$ cat src/rtl/rsp_ahbic_dec_param.sv
// AHB bus-matrix input-stage decoder: base/mask region decode onto NUM_PORTS output
// stages or an integrated default slave, data-phase response mux and unmapped-access capture.
module rsp_ahbic_dec_param #(
    parameter int unsigned                 NUM_PORTS   = 3,
    parameter int unsigned                 ADDR_LO     = 10,
    parameter logic [32*NUM_PORTS-1:0]     REGION_BASE = {32'h2000_0000, 32'h1000_0000, 32'h0000_0000},
    parameter logic [32*NUM_PORTS-1:0]     REGION_MASK = {3{32'hF000_0000}}
) (
    input  logic                     HCLK,
    input  logic                     HRESET,
    input  logic                     HREADYS,
    input  logic                     sel_dec,
    input  logic [31-ADDR_LO:0]      decode_addr_dec,
    input  logic [1:0]               trans_dec,
    input  logic [NUM_PORTS-1:0]     region_en,
    input  logic [NUM_PORTS-1:0]     active_in,
    input  logic [NUM_PORTS-1:0]     readyout_in,
    input  logic [2*NUM_PORTS-1:0]   resp_in,
    input  logic [32*NUM_PORTS-1:0]  rdata_in,
    input  logic                     err_clr,
    output logic [NUM_PORTS-1:0]     sel_out,
    output logic                     active_dec,
    output logic                     HREADYOUTS,
    output logic [1:0]               HRESPS,
    output logic [31:0]              HRDATAS,
    output logic                     err_valid,
    output logic [15:0]              err_count,
    output logic [31-ADDR_LO:0]      err_addr
);

    localparam int unsigned PW  = $clog2(NUM_PORTS + 1);
    localparam logic [PW-1:0] DFT = PW'(NUM_PORTS);
    localparam logic [1:0] TRANS_IDLE = 2'b00;

    typedef enum logic [1:0] {DS_OKAY, DS_ERR1, DS_ERR2} ds_state_e;

    ds_state_e               ds_state_q;
    logic                    dft_ready_q;
    logic [1:0]              dft_resp_q;
    logic [PW-1:0]           data_port_q;
    logic [PW-1:0]           win_port;
    logic [PW-1:0]           addr_port;
    logic [31:0]             full_addr;
    logic                    sel_dft;
    logic                    dft_accept;
    logic [15:0]             err_count_q;
    logic                    err_valid_q;
    logic [31-ADDR_LO:0]     err_addr_q;

    assign full_addr = 32'(decode_addr_dec) << ADDR_LO;

    // Lowest enabled matching region wins; IDLE keeps the current data-phase owner.
    always_comb begin
        win_port = DFT;
        for (int i = NUM_PORTS - 1; i >= 0; i--) begin
            if (region_en[i] &&
                ((full_addr & REGION_MASK[32*i +: 32]) ==
                 (REGION_BASE[32*i +: 32] & REGION_MASK[32*i +: 32]))) begin
                win_port = PW'(i);
            end
        end
        if ((trans_dec == TRANS_IDLE) && (data_port_q != DFT)) begin
            addr_port = data_port_q;
        end else begin
            addr_port = win_port;
        end
    end

    always_comb begin
        sel_out    = '0;
        active_dec = 1'b1;
        for (int i = 0; i < NUM_PORTS; i++) begin
            sel_out[i] = sel_dec && (addr_port == PW'(i));
            if (addr_port == PW'(i)) begin
                active_dec = active_in[i];
            end
        end
    end

    assign sel_dft    = sel_dec && (addr_port == DFT);
    assign dft_accept = sel_dft && HREADYS && trans_dec[1];

    // Response mux; the default slave returns zero read data.
    always_comb begin
        HREADYOUTS = dft_ready_q;
        HRESPS     = dft_resp_q;
        HRDATAS    = '0;
        for (int i = 0; i < NUM_PORTS; i++) begin
            if (data_port_q == PW'(i)) begin
                HREADYOUTS = readyout_in[i];
                HRESPS     = resp_in[2*i +: 2];
                HRDATAS    = rdata_in[32*i +: 32];
            end
        end
    end

    // Default slave: two-cycle ERROR response for accepted transfers.
    always_ff @(posedge HCLK) begin
        if (HRESET) begin
            ds_state_q  <= DS_OKAY;
            dft_ready_q <= 1'b1;
            dft_resp_q  <= 2'b00;
        end else begin
            case (ds_state_q)
                DS_OKAY: begin
                    if (dft_accept) begin
                        ds_state_q  <= DS_ERR1;
                        dft_ready_q <= 1'b0;
                        dft_resp_q  <= 2'b01;
                    end
                end
                DS_ERR1: begin
                    ds_state_q  <= DS_ERR2;
                    dft_ready_q <= 1'b1;
                    dft_resp_q  <= 2'b01;
                end
                DS_ERR2: begin
                    if (dft_accept) begin
                        ds_state_q  <= DS_ERR1;
                        dft_ready_q <= 1'b0;
                        dft_resp_q  <= 2'b01;
                    end else begin
                        ds_state_q  <= DS_OKAY;
                        dft_ready_q <= 1'b1;
                        dft_resp_q  <= 2'b00;
                    end
                end
                default: begin
                    ds_state_q  <= DS_OKAY;
                    dft_ready_q <= 1'b1;
                    dft_resp_q  <= 2'b00;
                end
            endcase
        end
    end

    // Data-phase owner and unmapped-access status.
    always_ff @(posedge HCLK) begin
        if (HRESET) begin
            data_port_q <= '0;
            err_count_q <= '0;
            err_valid_q <= 1'b0;
            err_addr_q  <= '0;
        end else begin
            if (HREADYS) begin
                data_port_q <= addr_port;
            end
            if (dft_accept) begin
                err_valid_q <= 1'b1;
                err_addr_q  <= decode_addr_dec;
                if (err_clr) begin
                    err_count_q <= 16'd1;
                end else if (err_count_q != 16'hFFFF) begin
                    err_count_q <= err_count_q + 16'd1;
                end
            end else if (err_clr) begin
                err_count_q <= '0;
                err_valid_q <= 1'b0;
            end
        end
    end

    assign err_count = err_count_q;
    assign err_valid = err_valid_q;
    assign err_addr  = err_addr_q;

endmodule

$ cat config.mk
export PLATFORM = sky130hd
export DESIGN_NAME = rsp_ahbic_dec_param
export DESIGN_NICKNAME = d
export VERILOG_FILES = /design/src/rtl/rsp_ahbic_dec_param.sv
export SDC_FILE = /design/constraint.sdc
export NUM_CORES = 1
export LEC_CHECK = 0
export ABC_AREA = 1
export BUFFER_PORTS_ARGS = -buffer_cell sky130_fd_sc_hd__buf_2
export CAP_MARGIN = 20
export CELL_PAD_IN_SITES_DETAIL_PLACEMENT = 0
export CELL_PAD_IN_SITES_GLOBAL_PLACEMENT = 1
export CORE_MARGIN = 2
export CORE_UTILIZATION = 25
export DETAILED_ROUTE_END_ITERATION = 8
export HOLD_SLACK_MARGIN = 0.1
export PLACE_DENSITY_LB_ADDON = 0.15
export SLEW_MARGIN = 0
export SYNTH_ARGS = -nofsm -noshare
export SYNTH_HDL_FRONTEND = slang
export SYNTH_SLANG_ARGS = --single-unit
$ cat constraint.sdc
create_clock -name HCLK -period 1.9 [get_ports HCLK]
set_input_delay 0.38 -clock HCLK [delete_from_list [all_inputs] [get_ports HCLK]]
set_output_delay 0.38 -clock HCLK [all_outputs]
set_load 0.05 [all_outputs]
==> run summary <==
The gate count after technology mapping came out at between 400 and 500. The number of stages on the worst hold path came out at 3. After clock tree synthesis, the clock-pin slew on the worst setup and hold paths is 0.10 ns. For this configuration, the core starts out at a cell density of between 20% and 30%.

Counting every net in the synthesized netlist gives between 500 and 600. The type of the tightest min-delay check is input pin to flop. Counting the fill cells in the layout gives around 1100. In the routed design, unresolved DRC markers number 0. The floorplan die area is approximately 0.012 sq mm. The width of the die came out at around 110 microns. The count of buffers from port buffering came out at 217. Along the worst path, the maximum fanout reaches 7.

The global placement routability congestion is 0.7735. In this run the remaining antenna-violating nets after routing total 0. Dividing the detail-routed wire length by the instance count gives 14.59 microns.

The global-route wire length before repair is 17720 microns. The number of global-route vias before repair is between 3000 and 4000. The number of failing setup endpoints in the final timing report is 21.

The cts-stage hold buffer count came out at 0. The area share of the largest cell type after synthesis came out at approximately 33%. The synthesized design spends more area on one cell type than any other, namely sky130_fd_sc_hd__dfxtp_1. For this block, the routed nets add up to 12370 microns of wire.

The root buffer selected by CTS is sky130_fd_sc_hd__clkbuf_8. The worst setup skew after layout is 0.01586 ns. The count of distinct cell types in the synthesized netlist came out at 31.

The checks that failed: setup timing. Counting stages on the worst path, the most repeated cell is sky130_fd_sc_hd__buf_6. By startpoint and endpoint, the worst setup path is classified as flop to primary output. The multi-input combinational cells in the finished layout cover a total of between 0.002 and 0.0025 sq mm. Detailed routing inserted a total of 3953 vias. The number of register bits inferred by synthesis came out at 45. The initial antenna violation count is 1. For this run, the post-layout net count is 848. The I/O pin count came out at between 200 and 250. The end-of-flow core utilization came out at around 50%.

The H-tree was split into 2 levels. The leakage dissipation is 2.737 nW. Across the whole layout, storage elements account for 917.1 sq um. The worst register-to-register path has a depth of 10.

Setup repair after global routing could not meet its margin everywhere. The critical path goes through buf_6 -> nor2_4 -> buf_8 -> buf_6 -> nand2_2 -> a31oi_4 -> buf_6. The number of hold violations in the final report is 0. The number of max-capacitance violations reported is 0. The row count came out at 38. The number of inserted diodes is 0. The mapped cell area came out at around 0.0028 sq mm. The delay of the slowest cell on the worst path came out at approximately 0.35 ns. The worst setup path is captured at a primary output.

The pin slew with the least headroom to its limit came out at between 0.3 and 0.4 ns. The max-slew violation total from the final report is 0. The overflow left after global routing came out at 0. The area overhead of the layout relative to synthesis came out at 96.59%.

The first-iteration detailed-routing DRC count is ~180. The number of vias per cell after detailed routing is roughly 4.7. Across all setup checks in the final design, the least slack found is -0.07858 ns. Across the VDD grid, the largest voltage drop is slightly above 0.0004 V. The number of clock sinks came out at 45. The aggregate global-route resource usage is 18.54%. The pin count of the biggest net entering global routing is 31. By area the synthesized netlist is led by sky130_fd_sc_hd__dfxtp_1 33%, sky130_fd_sc_hd__nand2_1 18%, sky130_fd_sc_hd__nand3_1 11%. Overall power consumption after layout is estimated at 3.334 mW. TritonCTS built the clock tree. The power density over cell area is about 620 mW/mm^2. The die height is between 100 and 150 microns. The placeable core region is approximately 0.011 sq mm. The post-route standard cell area excluding fillers came out at roughly 0.0054 sq mm.

The critical path arrival came out at between 1.5 and 2 ns. The worst slew slack as a fraction of its limit is between 70% and 80%. The count of warnings emitted by yosys came out at 0. The final period demand of the worst path came out at 1.979 ns. The fraction of layout cells with a size suffix above 1 is a little over 50%. Data on the critical path is required at its endpoint by roughly 1.5 ns. The worst setup path is launched from a flop. The insertion delay of the later-clocked pin in the worst-skew pair is about 0.31 ns. The share of the clock period used by the worst path after layout is 104.1%.

TritonCTS created 5 clock buffers. The placed standard-cell area is around 0.0042 sq mm. The run finished, with violations left. The maximum clock frequency came out at approximately 0.51 GHz.

The slowest stage of the critical path belongs to the cell sky130_fd_sc_hd__dfxtp_2. The fraction of the yosys area taken by sequential cells is between 30 and 40%. The setup TNS after final layout is -0.4869 ns. The average size of a mapped cell came out at just over 6 sq um.

The length of the first detailed-routing pass in iterations is 4. Once detailed placement completed, the half-perimeter wirelength came to ~8300 microns. The maximum buffer depth of the clock tree is 2.
## timing repair
action | in CTS | in global routing
buffers inserted | 12 | 6
resized for setup | 108 | 92
setup endpoints to repair | 39 | 79
pin swaps | 10 | 15
gates cloned | 4 | 6
## registers in the layout (all words and copies together), names as in the netlist
| name | cells |
|---|---|
| data_port_q | 2 |
| err_addr | 22 |
| ds_state_q | 2 |
| err_valid | 1 |
| dft_ready_q | 1 |
| err_count | 16 |
| dft_resp_q | 1 |
## path summary, 6_finish.rpt
check                           from             to  slack [ns]
setup / recovery      data_port_q[1]      HRESPS[0]       -0.08
hold / removal    decode_addr_dec[1]    err_addr[1]        0.29
setup reg to reg        err_count[0]   err_count[4]        0.13
hold reg to reg        ds_state_q[1]  ds_state_q[1]        0.46
## worst max-delay path, delay by kind of cell (launching register included)
family	cells	cell delay (ns)
AOI/OAI and AO/OA	1	0.17
and+or+nand+nor	2	0.17
DFF	1	0.35
buffers and inverters	4	0.60
## synth_stat cells
| library cell | count |
|---|---|
| sky130_fd_sc_hd__or2_2 | 4 |
| sky130_fd_sc_hd__nor2_2 | 3 |
| sky130_fd_sc_hd__and3_1 | 1 |
| sky130_fd_sc_hd__o211ai_1 | 1 |
| sky130_fd_sc_hd__buf_4 | 2 |
| sky130_fd_sc_hd__nand2_1 | 132 |
| sky130_fd_sc_hd__ha_1 | 1 |
| sky130_fd_sc_hd__nand4_1 | 17 |
| sky130_fd_sc_hd__buf_6 | 1 |
| sky130_fd_sc_hd__inv_2 | 2 |
| sky130_fd_sc_hd__buf_2 | 4 |
| sky130_fd_sc_hd__nor2_8 | 1 |
| sky130_fd_sc_hd__nand2_2 | 4 |
| sky130_fd_sc_hd__o21ai_1 | 8 |
| sky130_fd_sc_hd__a21oi_1 | 17 |
| sky130_fd_sc_hd__o32ai_1 | 1 |
| sky130_fd_sc_hd__nand3_1 | 63 |
| sky130_fd_sc_hd__xor2_1 | 7 |
| sky130_fd_sc_hd__nor3b_1 | 1 |
| sky130_fd_sc_hd__dfxtp_1 | 45 |
| sky130_fd_sc_hd__nand3b_1 | 1 |
| sky130_fd_sc_hd__a31oi_1 | 2 |
| sky130_fd_sc_hd__buf_1 | 3 |
| sky130_fd_sc_hd__nor3_1 | 2 |
| sky130_fd_sc_hd__o21bai_1 | 1 |
| sky130_fd_sc_hd__o21ai_0 | 17 |
| sky130_fd_sc_hd__nor2_1 | 71 |
| sky130_fd_sc_hd__a22oi_1 | 3 |
| sky130_fd_sc_hd__inv_1 | 21 |
| sky130_fd_sc_hd__clkbuf_1 | 14 |
| sky130_fd_sc_hd__o221ai_1 | 1 |
## where the power goes
part	total, mW	switching, mW	internal (mW)
combinational	1.57	0.926	0.641
sequential	0.985	0.0157	0.970
clock	0.781	0.379	0.402
total	3.33	1.32	2.01
## per-layer routing
layer	part of all wire [%]	global-route usage (%)	vias up	wire length, microns
met5	0	0	-	0
met4	1.1	3.205	0	140
met3	5.7	4.483	19	702
met2	50	30.88	128	6151
met1	43	24.57	1807	5380
li1	-	-	1999	-
## final cells by class
cell class	instances	area share (%)
clock inverter	3	0.8786
timing repair buffer	272	38.54
tap	140	3.237
clock buffer	5	1.272
sequential	45	16.95
multi-input combinational	360	37.29
inverter	23	1.827
## through the flow
stage	hold WS, ns	setup slack [ns]	instances
after floorplan	0.4220	-0.1210	451
after global placement	0.4403	-0.05781	816
after detailed placement	0.4482	-0.1209	816
after CTS	0.2854	-0.06321	840
after global routing	0.2905	-0.1800	848
final	0.2879	-0.07858	848
## logic make-up after synthesis
group | after synthesis | share of synthesized area, %
buf+inv | 47 | 7.136
flops | 45 | 32.73
simple gates | 300 | 47.36
xor+xnor | 7 | 2.227
fa+ha+maj | 1 | 0.4545
compound gates | 51 | 10.09
## cell usage in the layout, fill, tap and decap left out, types with 3 or more instances in the layout
cell type	n
sky130_fd_sc_hd__buf_2	178
sky130_fd_sc_hd__nand2_1	111
sky130_fd_sc_hd__nor2_1	61
sky130_fd_sc_hd__nand3_1	44
sky130_fd_sc_hd__dfxtp_1	36
sky130_fd_sc_hd__buf_6	33
sky130_fd_sc_hd__buf_4	28
sky130_fd_sc_hd__nand3_2	19
sky130_fd_sc_hd__inv_1	18
sky130_fd_sc_hd__buf_8	18
sky130_fd_sc_hd__o21ai_0	17
sky130_fd_sc_hd__nand4_1	17
sky130_fd_sc_hd__a21oi_1	17
sky130_fd_sc_hd__nand2_2	16
sky130_fd_sc_hd__nor2_4	9
sky130_fd_sc_hd__buf_12	8
sky130_fd_sc_hd__nand2_4	7
sky130_fd_sc_hd__xor2_1	7
sky130_fd_sc_hd__o21ai_1	7
sky130_fd_sc_hd__dfxtp_2	7
sky130_fd_sc_hd__nor2_2	5
sky130_fd_sc_hd__clkbuf_8	5
sky130_fd_sc_hd__inv_6	4
sky130_fd_sc_hd__or2_2	4
sky130_fd_sc_hd__clkbuf_16	4
sky130_fd_sc_hd__buf_16	3
(Power assumes the default switching activity.)
